## src/rtl/fma_issue_ctrl_if.sv

```systemverilog
// fma_issue_ctrl_if: requester, FMA-result and writeback signals.
// slave is the controller view, master the surrounding pipeline view.
interface fma_issue_ctrl_if #(
  parameter int TAG_W = 10
);
  logic [1:0]       req_valid;
  logic [TAG_W-1:0] req_tag0;
  logic [TAG_W-1:0] req_tag1;
  logic [1:0]       req_ready;
  logic             fma_issue;
  logic             fma_sel;
  logic [31:0]      fma_result;
  logic             flush;
  logic             wb_valid;
  logic [31:0]      wb_data;
  logic [TAG_W-1:0] wb_tag;
  logic             wb_src;
  logic             wb_ready;
  logic             busy;

  modport slave (
    input  req_valid, req_tag0, req_tag1,
    input  fma_result, flush, wb_ready,
    output req_ready, fma_issue, fma_sel,
    output wb_valid, wb_data, wb_tag, wb_src,
    output busy
  );

  modport master (
    output req_valid, req_tag0, req_tag1,
    output fma_result, flush, wb_ready,
    input  req_ready, fma_issue, fma_sel,
    input  wb_valid, wb_data, wb_tag, wb_src,
    input  busy
  );
endinterface

```

## src/rtl/fma_issue_ctrl.sv

```systemverilog
// fma_issue_ctrl: 2-way round-robin FMA issue with credit-gated result FIFO.
// Optional FMA_ISSUE_CTRL_BYPASS_EN forwards a result straight to writeback.
module fma_issue_ctrl #(
  parameter int LATENCY = 4,
  parameter int TAG_W   = 10,
  parameter int DEPTH   = 6
) (
  input logic clk,
  input logic rst_n,
  fma_issue_ctrl_if.slave bus
);
  localparam int OW = $clog2(DEPTH + 1);
  localparam int PW = (DEPTH > 1) ? $clog2(DEPTH) : 1;

  typedef struct packed {
    logic [TAG_W-1:0] tag;
    logic             src;
  } meta_t;

  typedef struct packed {
    logic [31:0] data;
    meta_t       meta;
  } ent_t;

  logic [OW-1:0]      occ;
  logic [OW-1:0]      fcnt;
  logic [PW-1:0]      rd_ptr;
  logic [PW-1:0]      wr_ptr;
  logic               prio;
  logic               sel_q;
  logic [LATENCY-1:0] sr_v;
  meta_t              sr_m [LATENCY];
  ent_t               mem [DEPTH];

  logic       can_issue;
  logic [1:0] gnt;
  logic       issue;
  meta_t      in_m;
  ent_t       res;
  ent_t       head;
  ent_t       out;
  logic       fvalid;
  logic       arrive;
  logic       byp;
  logic       push;
  logic       pop;
  logic       fpop;

  function automatic logic [PW-1:0] nxt(
    input logic [PW-1:0] p
  );
    return (p == PW'(DEPTH - 1)) ? '0 : p + 1'b1;
  endfunction

  // Credit check uses registered occ, so a pop frees a slot next cycle.
  assign can_issue = rst_n && !bus.flush
                  && (occ < OW'(DEPTH));

  always_comb begin
    gnt = 2'b00;
    if (can_issue) begin
      if (&bus.req_valid) begin
        gnt = prio ? 2'b10 : 2'b01;
      end else begin
        gnt = bus.req_valid;
      end
    end
  end

  assign issue         = |gnt;
  assign bus.req_ready = gnt;
  assign bus.fma_issue = issue;
  assign bus.fma_sel   = issue ? gnt[1] : sel_q;
  assign bus.busy      = (occ != '0);

  assign in_m.tag = gnt[1] ? bus.req_tag1
                           : bus.req_tag0;
  assign in_m.src = gnt[1];

  assign res.data = bus.fma_result;
  assign res.meta = sr_m[LATENCY-1];
  assign head     = mem[rd_ptr];

  assign fvalid = (fcnt != '0);
  assign arrive = sr_v[LATENCY-1] && !bus.flush;

`ifdef FMA_ISSUE_CTRL_BYPASS_EN
  assign byp = arrive && !fvalid && bus.wb_ready;
`else
  assign byp = 1'b0;
`endif

  assign push = arrive && !byp;
  assign out  = fvalid ? head
              : (byp ? res : '0);

  assign bus.wb_valid = fvalid || byp;
  assign bus.wb_data  = out.data;
  assign bus.wb_tag   = out.meta.tag;
  assign bus.wb_src   = out.meta.src;

  assign pop  = bus.wb_valid && bus.wb_ready;
  assign fpop = pop && fvalid;

  always_ff @(posedge clk or negedge rst_n) begin
    if (!rst_n) begin
      occ    <= '0;
      fcnt   <= '0;
      rd_ptr <= '0;
      wr_ptr <= '0;
      prio   <= 1'b0;
      sel_q  <= 1'b0;
      sr_v   <= '0;
    end else begin
      if (issue) begin
        prio  <= ~gnt[1];
        sel_q <= gnt[1];
      end
      // Flush keeps the priority pointer.
      if (bus.flush) begin
        occ    <= '0;
        fcnt   <= '0;
        rd_ptr <= '0;
        wr_ptr <= '0;
        sr_v   <= '0;
      end else begin
        occ  <= occ + OW'(issue) - OW'(pop);
        fcnt <= fcnt + OW'(push) - OW'(fpop);
        if (push) wr_ptr <= nxt(wr_ptr);
        if (fpop) rd_ptr <= nxt(rd_ptr);
        for (int i = LATENCY - 1; i > 0; i--) begin
          sr_v[i] <= sr_v[i-1];
        end
        sr_v[0] <= issue;
      end
    end
  end

  always_ff @(posedge clk) begin
    sr_m[0] <= in_m;
    for (int i = 1; i < LATENCY; i++) begin
      sr_m[i] <= sr_m[i-1];
    end
    if (push) mem[wr_ptr] <= res;
  end
endmodule

```

## src/flat_wrapper.sv

```systemverilog
// flat-port wrapper written by rule: the top's interface ports become plain ports
module fma_issue_ctrl_flat 
#(
  parameter int LATENCY = 4,
  parameter int TAG_W   = 10,
  parameter int DEPTH   = 6
)
  (clk, rst_n, bus_req_valid, bus_req_tag0, bus_req_tag1, bus_fma_result, bus_flush, bus_wb_ready, bus_req_ready, bus_fma_issue, bus_fma_sel, bus_wb_valid, bus_wb_data, bus_wb_tag, bus_wb_src, bus_busy);
  fma_issue_ctrl_if #(.TAG_W(TAG_W)) bus_i ();
  input logic clk;
  input logic rst_n;
  input wire logic [$bits(bus_i.req_valid)-1:0] bus_req_valid;
  input wire logic [$bits(bus_i.req_tag0)-1:0] bus_req_tag0;
  input wire logic [$bits(bus_i.req_tag1)-1:0] bus_req_tag1;
  input wire logic [$bits(bus_i.fma_result)-1:0] bus_fma_result;
  input wire logic [$bits(bus_i.flush)-1:0] bus_flush;
  input wire logic [$bits(bus_i.wb_ready)-1:0] bus_wb_ready;
  output wire logic [$bits(bus_i.req_ready)-1:0] bus_req_ready;
  output wire logic [$bits(bus_i.fma_issue)-1:0] bus_fma_issue;
  output wire logic [$bits(bus_i.fma_sel)-1:0] bus_fma_sel;
  output wire logic [$bits(bus_i.wb_valid)-1:0] bus_wb_valid;
  output wire logic [$bits(bus_i.wb_data)-1:0] bus_wb_data;
  output wire logic [$bits(bus_i.wb_tag)-1:0] bus_wb_tag;
  output wire logic [$bits(bus_i.wb_src)-1:0] bus_wb_src;
  output wire logic [$bits(bus_i.busy)-1:0] bus_busy;
  assign bus_i.req_valid = bus_req_valid;
  assign bus_i.req_tag0 = bus_req_tag0;
  assign bus_i.req_tag1 = bus_req_tag1;
  assign bus_i.fma_result = bus_fma_result;
  assign bus_i.flush = bus_flush;
  assign bus_i.wb_ready = bus_wb_ready;
  assign bus_req_ready = bus_i.req_ready;
  assign bus_fma_issue = bus_i.fma_issue;
  assign bus_fma_sel = bus_i.fma_sel;
  assign bus_wb_valid = bus_i.wb_valid;
  assign bus_wb_data = bus_i.wb_data;
  assign bus_wb_tag = bus_i.wb_tag;
  assign bus_wb_src = bus_i.wb_src;
  assign bus_busy = bus_i.busy;
  fma_issue_ctrl #(.LATENCY(LATENCY), .TAG_W(TAG_W), .DEPTH(DEPTH)) u_core (.clk(clk), .rst_n(rst_n), .bus(bus_i));
endmodule
```

## config.mk

```make
export PLATFORM = sky130hd
export DESIGN_NAME = fma_issue_ctrl_flat
export DESIGN_NICKNAME = d
export VERILOG_FILES = /design/src/rtl/fma_issue_ctrl_if.sv /design/src/rtl/fma_issue_ctrl.sv /design/src/flat_wrapper.sv
export SDC_FILE = /design/constraint.sdc
export NUM_CORES = 1
export LEC_CHECK = 0
export ABC_AREA = 1
export CAP_MARGIN = 10
export CORE_ASPECT_RATIO = 0.5
export CORE_MARGIN = 1
export CORE_UTILIZATION = 40
export CTS_CLUSTER_DIAMETER = 80
export DETAILED_ROUTE_END_ITERATION = 8
export PLACE_DENSITY = 0.65
export SLEW_MARGIN = 20
export SYNTH_ARGS = -nofsm -noshare
export SYNTH_HDL_FRONTEND = slang
export SYNTH_SLANG_ARGS = --single-unit
```

## constraint.sdc

```tcl
create_clock -name clk -period 3.4 [get_ports clk]
set_clock_uncertainty 0.15 [all_clocks]
set_input_delay 0.34 -clock clk [delete_from_list [all_inputs] [get_ports clk]]
set_output_delay 0.34 -clock clk [all_outputs]
set_load 0.05 [all_outputs]
```

=== Word level (Yosys, flattened, before mapping) ===
Memory sizes are Yosys's and may differ from the RTL's.
Index checks and enable logic that the tools add are counted.

* Reduce and logical (&&, ||, !) cells: 12
* Bitwise logic cells: 1
* Equal/unequal tests: 2
* Muxes and demuxes: 17
* Div/mod/pow operators: 0
* Shift operators: 0
* Multipliers: 0
* Order comparisons: 1
* Add/sub/neg operators: 6

{| class="wikitable"
|+ Operators with widths
! kind !! number
|-
| 43-bit 2-to-1 mux || 1
|-
| 3-bit 2-to-1 mux || 8
|-
| 10-bit 2-to-1 mux || 1
|-
| 3-bit by 1-bit adder with 3-bit output || 2
|-
| 3-bit by 1-bit adder with 3-bit output, second input constant || 2
|-
| 3-bit == test, second input constant || 2
|-
| 2-bit 2-to-1 mux || 3
|-
| 3-bit nonzero test || 2
|-
| 3-bit by 1-bit subtractor with 3-bit output || 2
|-
| 1-bit logical AND || 5
|-
| 4-bit 2-to-1 mux || 1
|-
| 2-bit nonzero test || 2
|-
| 3-bit < comparator, second input constant || 1
|-
| 1-bit 2-to-1 mux || 3
|-
| 2-bit AND reduction || 1
|-
| 2-bit OR reduction || 1
|-
| 1-bit logical NOT || 1
|-
| 1-bit inverter || 1
|}

* ROM bits: 0
* Word-level logic and storage cells: 48
* Bits in writable memories: 302
* Input port bits: 58
* Memories kept: 2
* Latch bits: 0
* Output and inout bits: 49
* Flip-flop bits (word level): 18

{| class="wikitable"
|+ Memories
! name !! words !! bits a word !! rd ports !! clocked after memory_dff !! wr ports !! RTL line !! RTL
|-
| u_core.mem || 6 || 43 || 1 || 0 || 1 || fma_issue_ctrl.sv:33 || <nowiki>ent_t mem [DEPTH];</nowiki>
|-
| u_core.sr_m || 4 || 11 || 4 || 0 || 4 || fma_issue_ctrl.sv:32 || <nowiki>meta_t sr_m [LATENCY];</nowiki>
|}

=== Longest topological paths before layout ===
Gate-level depths: netlist (run 1).

* Word-level depth: 8
* Depth in mapped cells: 13
* Depth with buffers taken out: 13

=== Least setup slack after synthesis (run 1) ===
Ideal clock, no wire load.

* Kind: input -> register
* Start: input bus_flush
* End: memory u_core.mem[1][0] (netlist name) (enable)
* Buffers on the path: 0
* Stages: 3
* Data arrival time: 2.492 ns
* Slack: 0.314 ns
* Library setup time: 0.444 ns
* Data required time: 2.806 ns
* Cells stage by stage: nor2_1 nand2_1 nor2_1

* Cells in the longest elaborated chain, start to end: 4

{| class="wikitable"
|+ RTL lines
! item !! RTL line !! RTL
|-
| from (decl) || flat_wrapper.sv:16 || <nowiki>input wire logic [$bits(bus_i.flush)-1:0] bus_flush;</nowiki>
|-
| 1-bit logical NOT || fma_issue_ctrl.sv:85 || <nowiki>assign arrive = sr_v[LATENCY-1] && !bus.flush;</nowiki>
|-
| 1-bit logical AND || fma_issue_ctrl.sv:85 ||
|-
| 1-bit 2-to-1 mux || fma_issue_ctrl.sv:144 || <nowiki>if (push) mem[wr_ptr] <= res;</nowiki>
|-
| 1-bit 2-to-1 mux (not written as such) || fma_issue_ctrl.sv:144 ||
|-
| to (decl) || fma_issue_ctrl.sv:33 ||
|}

Every way passes these cells.

=== Worst setup path in the final report (run 1) ===
* Start: register u_core.fcnt[1]
* End: output bus_wb_data[12]

* Cells in the longest elaborated chain, start to end: 2

{| class="wikitable"
|+ RTL lines
! item !! RTL line !! RTL
|-
| from (decl) || fma_issue_ctrl.sv:26 || <nowiki>logic [OW-1:0] fcnt;</nowiki>
|-
| from (signal assigned) || fma_issue_ctrl.sv:128 || <nowiki>fcnt <= fcnt + OW'(push) - OW'(fpop);</nowiki>
|-
| 3-bit nonzero test || fma_issue_ctrl.sv:84 || <nowiki>assign fvalid = (fcnt != '0);</nowiki>
|-
| 43-bit 2-to-1 mux || fma_issue_ctrl.sv:94 || <nowiki>assign out = fvalid ? head</nowiki>
|-
| to (decl) || flat_wrapper.sv:22 || <nowiki>output wire logic [$bits(bus_i.wb_data)-1:0] bus_wb_data;</nowiki>
|}

Every way passes these cells.

==> results.ini, run 1 <==
[drt]
drc=0
drt-pass1-iter-count=5
drt_wl_total_um=25200
via_count=8010
ant_nets=0
via_per_inst=4.75
routedWlPerCell_um=14.9
initialDrtViolationCount=575

[clock_tree]
clkSinkCount=320
cts_resized=0
cts_tree=built
post-cts-setup-buffers=0
root_buffer=clkbuf_16
hold_buffers=0
clk_path_buf_depth=3
clock_latency_ns=0.54
htree_levels=1
path_clk_slew_ns=0.06
cts_buffers=29

[logic_synthesis]
synthCells=1144
ys_warn_count=0
synth_fp_nets=1209
netlist_area_mm2=0.0126
yosys_register_bits=320
yosysUniqueCellTypes=29
yosysSeqAreaShare_pct=72.1
syn_avg_cell_area_um2=11.0

[timing]
finalCriticalPeriod_ns=3.14
timing.final.crit_share_pct=92.3
fin_hold_ws_ns=0.0299
fin_ws_ns=0.261
hold_viol=0
max_slew.worst_pin.slew_ns=0.683
slew_violations=0
rsz0062_at_grt=no
tns_ns=0
fmax_ghz=0.319
finalSetupViolCount=0
slew-limit-headroom_pct=54.5

[pwr]
ir_drop_mv=0.408
power.leakage_nw=6.29
power_density_mw_per_mm2=846

[critical_path]
worst-path-buf-inv=3
critPathMaxFanout=27
worst-r2r-setup-slack_ns=0.89
r2r_cells=12
critPathMaxStageDelay_ns=0.47
worstPathCellList=nor2_1 -> nand2_1 -> clkinv_1 -> buf_4 -> a21oi_1 -> buf_12
r2r-end=u_core.occ[2]
crit_arrival_ns=2.65
endpoint_kind=output pin
cpLargestDelayFamily=buffers and inverters
critPathRequiredTime_ns=2.91
reg2reg_from=u_core.occ[1]
critPathKind=flop to output pin
critPathLaunchType=flop
crit_slowest_cell=clkinv_1

[global_route]
grt_pass1_wl_um=40200
grt_usage_pct=15.7
antenna_found_initial=0
globalRouteOverflowTotal=0
grt_max_degree=132
grt_pass1_vias=7868

[floorplan]
start_util_pct=41.1
coreArea_mm2=0.0306
die-area_mm2=0.0322
num_rows=45
pin_count=107
fp.dieH_um=127
die_w_um=253

[run_status]
status=finished, final reports clean

[worst_hold_path]
holdCritPathClass=input port to asynchronous set/reset pin

[finish]
nets=1310
fin_area_mm2=0.0155
final_core_util_pct=50.7
area_delta_synth_final_pct=23.3
diodes=0
fillCellCount=2584
drive_gt1_share_pct=9.25

[placement]
placed_area_mm2=0.0146
dp_slack_ns=0.407
post-dp-hpwl_um=14100
finalWeightedCongestion=0.734
port_buffers=106

[job]
drv_cap=0

[worst max-delay path by stage]
stage / from / end / slack [ns] / cells after the start
floorplan: bus_flush / u_core.mem[1][0] / 0.31 / 3
global placement: bus_flush / u_core.occ[2] / 0.52 / 14
detailed placement: bus_flush / u_core.occ[2] / 0.41 / 14
CTS: u_core.fcnt[1] / bus_wb_data[22] / 0.24 / 6
global route: u_core.fcnt[1] / bus_wb_data[12] / 0.08 / 6
finish: u_core.fcnt[1] / bus_wb_data[12] / 0.26 / 6
[state kept, by name (all words and copies together), names as in the netlist]
register       count
u_core.mem       258
u_core.sr_m       44
u_core.sr_v        4
u_core.fcnt        3
u_core.occ         3
u_core.rd_ptr      3
u_core.wr_ptr      3
u_core.prio        1
u_core.sel_q       1
[per-layer routing]
| layer | global-route usage (%) | wire length [µm] | vias to the layer above |
|---|---|---|---|
| li1 | - | - | 3927 |
| met1 | 20.5 | 11100 | 3899 |
| met2 | 27.7 | 12800 | 143 |
| met3 | 2.32 | 912 | 41 |
| met4 | 3.53 | 456 | 0 |
| met5 | 0 | 0 | - |
[cell families (layout without fill, tap and decap cells)]
| logic type | Yosys count | after routing | synth area share [%] |
|---|---|---|---|
| xor+xnor | 2 | 2 | 0.139 |
| simple gates | 549 | 549 | 16.9 |
| flops | 320 | 320 | 72.1 |
| compound gates | 97 | 97 | 3.92 |
| fa+ha+maj | 7 | 7 | 0.815 |
| buf+inv | 169 | 290 | 6.08 |
[cell usage after synthesis, drive strengths merged]
cell type / instances / area [µm²]
xnor2: 1 / 8.76
edfxtp: 258 / 7750
nor2: 107 / 402
inv: 112 / 423
and3: 1 / 6.26
dfxtp: 44 / 881
ha: 5 / 62.6
o21ai: 47 / 235
nand3: 48 / 240
o221ai: 1 / 8.76
nand2: 390 / 1460
fa: 2 / 40.0
or3: 1 / 6.26
buf: 36 / 264
o211ai: 1 / 7.51
clkbuf: 19 / 71.3
xor2: 1 / 8.76
nor3: 2 / 10.0
clkinv: 2 / 7.51
o22ai: 1 / 6.26
a21oi: 47 / 235
dfrtp: 18 / 450
[worst register-to-register path: stages, from the launching register on]
cell and delay (ns):
dfrtp_1 0.41, ha_1 0.20, nor2_1 0.16, o211ai_1 0.15, inv_1 0.10, nor2_1 0.07, ha_1 0.29, inv_1 0.06
ha_1 0.14, inv_1 0.06, fa_1 0.41, xnor2_1 0.15, nor2_1 0.06
[where the power goes]
part | switching, mW | total (mW) | internal, mW | leakage, nW
registers | 0.107 | 4.46 | 4.35 | 2.93
logic | 3.42 | 5.58 | 2.16 | 2.92
clock network | 1.34 | 3.09 | 1.75 | 0.441
[through the flow]
stage | std cells | power [mW]
2_1_floorplan | 1144 | 7.74
3_3_place_gp | 1637 | 10.1
3_5_place_dp | 1637 | 10.2
4_1_cts | 1688 | 13.3
5_1_grt | 1688 | 13.7
6_report | 1688 | 13.1
[layout make-up]
class	count	area [µm²]	area share (%)
timing repair buffer	125	1790	11.5
tap	423	529	3.41
inverter	114	430	2.77
clock inverter	12	90.1	0.580
multi-input combinational	655	2790	18.0
clock buffer	39	815	5.25
sequential	320	9080	58.5
[layout by cell type, fill, tap and decap left out, types with 3 or more instances in the layout]
master           instances
ha_1                     5
clkdlybuf4s50_1         59
inv_1                  110
nand3_1                 48
o21ai_0                 37
clkbuf_1                 6
nor2_4                   6
nand2_1                390
clkbuf_8                 3
buf_12                  56
edfxtp_1               258
o21ai_1                 10
buf_4                   10
clkinv_1                 6
dfxtp_1                 44
a21oi_1                 47
clkbuf_16               30
nor2_1                 101
dfrtp_1                 16
Note: power is estimated with default switching activity, not from simulation.
==> run 2, diff against run 1 <==
--- a/config.mk
+++ b/config.mk
@@ -11,6 +11,7 @@
 export CORE_MARGIN = 1
 export CORE_UTILIZATION = 40
 export CTS_CLUSTER_DIAMETER = 80
+export CTS_CLUSTER_SIZE = 12
 export DETAILED_ROUTE_END_ITERATION = 8
 export PLACE_DENSITY = 0.65
 export SLEW_MARGIN = 20
==> results.ini, run 2 (synthesis results as in run 1) <==
[critical_path]
worstPathCellList=nor2_1 -> nand2_1 -> clkinv_1 -> buf_4 -> a21oi_1 -> buf_12
cpLargestDelayFamily=buffers and inverters
critPathRequiredTime_ns=2.91  ; about the same
reg2reg_from=u_core.occ[1]
critPathLaunchType=flop
r2r-end=u_core.occ[2]
critPathMaxFanout=27  ; unchanged
worst-path-buf-inv=3  ; unchanged
worst-r2r-setup-slack_ns=0.90  ; about the same
critPathMaxStageDelay_ns=0.47  ; about the same
crit_arrival_ns=2.63  ; -0.02 ns
crit_slowest_cell=clkinv_1
r2r_cells=12  ; unchanged
endpoint_kind=output pin
critPathKind=flop to output pin

[floorplan]
coreArea_mm2=0.0306  ; unchanged
die_w_um=253  ; unchanged
die-area_mm2=0.0322  ; unchanged
fp.dieH_um=127  ; unchanged
pin_count=107  ; unchanged
num_rows=45  ; unchanged
start_util_pct=41.1  ; unchanged

[drt]
ant_nets=0  ; unchanged
drt-pass1-iter-count=4  ; -1
drc=0  ; unchanged
drt_wl_total_um=25000  ; -0.66%
initialDrtViolationCount=543  ; -5.6%
via_count=7968  ; -0.52%
routedWlPerCell_um=14.8  ; -0.96%
via_per_inst=4.71  ; -0.82%

[finish]
largest_reg_flops=258  ; unchanged
diodes=0  ; unchanged
multi_input_area_mm2=0.00279  ; unchanged
layout_commonest_cell=nand2_1
nets=1311  ; +0.076%
final_cell_mix=390 x nand2_1, 258 x edfxtp_1, 110 x inv_1
fillCellCount=2591  ; +0.27%
final-seq-area_mm2=0.00908  ; unchanged
drive_gt1_share_pct=8.58  ; -0.67 points
area_delta_synth_final_pct=23.2
largest_registers=u_core.mem (258), u_core.sr_m (44), u_core.sr_v (4)
largest_register=u_core.mem

[clock_tree]
cts_tree=built
cts_resized=0  ; unchanged
post-cts-setup-buffers=0  ; unchanged
hold_buffers=0  ; unchanged
clkSinkCount=320  ; unchanged
root_buffer=clkbuf_16
clk_path_buf_depth=3  ; unchanged
cts_buffers=30  ; +3.4%
htree_levels=1  ; unchanged
path_clk_slew_ns=0.06  ; about the same
clock_latency_ns=0.53  ; about the same

[timing]
max_slew.worst_pin.slew_ns=0.634  ; -0.0493 ns
slew_violations=0  ; unchanged
fin_hold_ws_ns=0.0339  ; +0.00399 ns
slew-limit-headroom_pct=57.7  ; +3.3 points
finalSetupViolCount=0  ; unchanged
tns_ns=0  ; unchanged
fmax_ghz=0.320  ; +0.52%
timing.final.crit_share_pct=91.9  ; -0.47 points
hold_viol=0  ; unchanged
finalCriticalPeriod_ns=3.12  ; -0.0161 ns
rsz0062_at_grt=no

[global_route]
grt_pass1_vias=7806  ; -0.79%
globalRouteOverflowTotal=0  ; unchanged
grt_max_degree=132  ; unchanged
grt_usage_pct=15.5  ; -0.15 points
grt_pass1_wl_um=40000  ; -0.41%
antenna_found_initial=0  ; unchanged

[pwr]
power_density_mw_per_mm2=845  ; -0.11%
power.leakage_nw=6.27  ; -0.35%
ir_drop_mv=0.455  ; +12%

[placement]
post-dp-hpwl_um=14100  ; unchanged
finalWeightedCongestion=0.734  ; unchanged
port_buffers=106  ; unchanged

[worst_hold_path]
holdCritPathClass=input port to asynchronous set/reset pin

[run_status]
status=finished, final reports clean

[job]
drv_cap=0  ; unchanged

## run 2: cell count changes in the layout (fill, tap and decap cells not counted), sizes merged
cell / previous run / this run
clkbuf: 39 / 54
clkinv: 10 / 2
clkinvlp: 1 / 0
inv: 114 / 113
## run 2: area by class of cell
type,count,share of cell area (%)
flip-flops and latches,320,58.6
multi-input cells,655,18.0
repair buffers,125,11.5
clock buffers,54,5.42
well taps,423,3.41
inverters,114,2.78
clock inverters,2,0.299
## run 2: layer usage
layer  part of all wire, %  wire length [µm]  global-route usage (%)  vias up
met5                     0                 0                       0        -
met4                   1.2               306                    2.99        0
met3                   4.1              1020                    2.10       24
met2                    51             12600                    27.3      162
met1                    44             11100                    20.7     3857
li1                      -                 -                       -     3925
## run 2: how the worst max path moves through the flow
stage,start,endpoint,depth (start not counted)
2_1_floorplan,bus_flush,u_core.mem[1][0],3
3_3_place_gp,bus_flush,u_core.occ[2],14
3_5_place_dp,bus_flush,u_core.occ[2],14
4_1_cts,u_core.fcnt[1],bus_wb_data[22],6
5_1_grt,u_core.fcnt[1],bus_wb_data[12],6
6_report,u_core.fcnt[1],bus_wb_data[12],6
## run 2: per-stage QoR
stage	setup WS [ns]	power [mW]	area [µm²]	util [%]	std cells
after CTS	0.273	13.2	15500	50.6	1693
after global routing	0.101	13.7	15500	50.6	1693
after detailed placement	0.407	10.2	14600	47.7	1637
after global placement	0.517	10.1	14600	47.7	1637
after floorplan	0.314	7.74	12600	-	1144
final	0.277	13.1	15500	50.6	1693
## run 2: power breakdown
part / internal [mW] / switching, mW / leakage (nW)
clock network: 1.73 / 1.34 / 0.419
logic: 2.16 / 3.40 / 2.92
registers: 4.35 / 0.108 / 2.93
total: 8.25 / 4.85 / 6.27
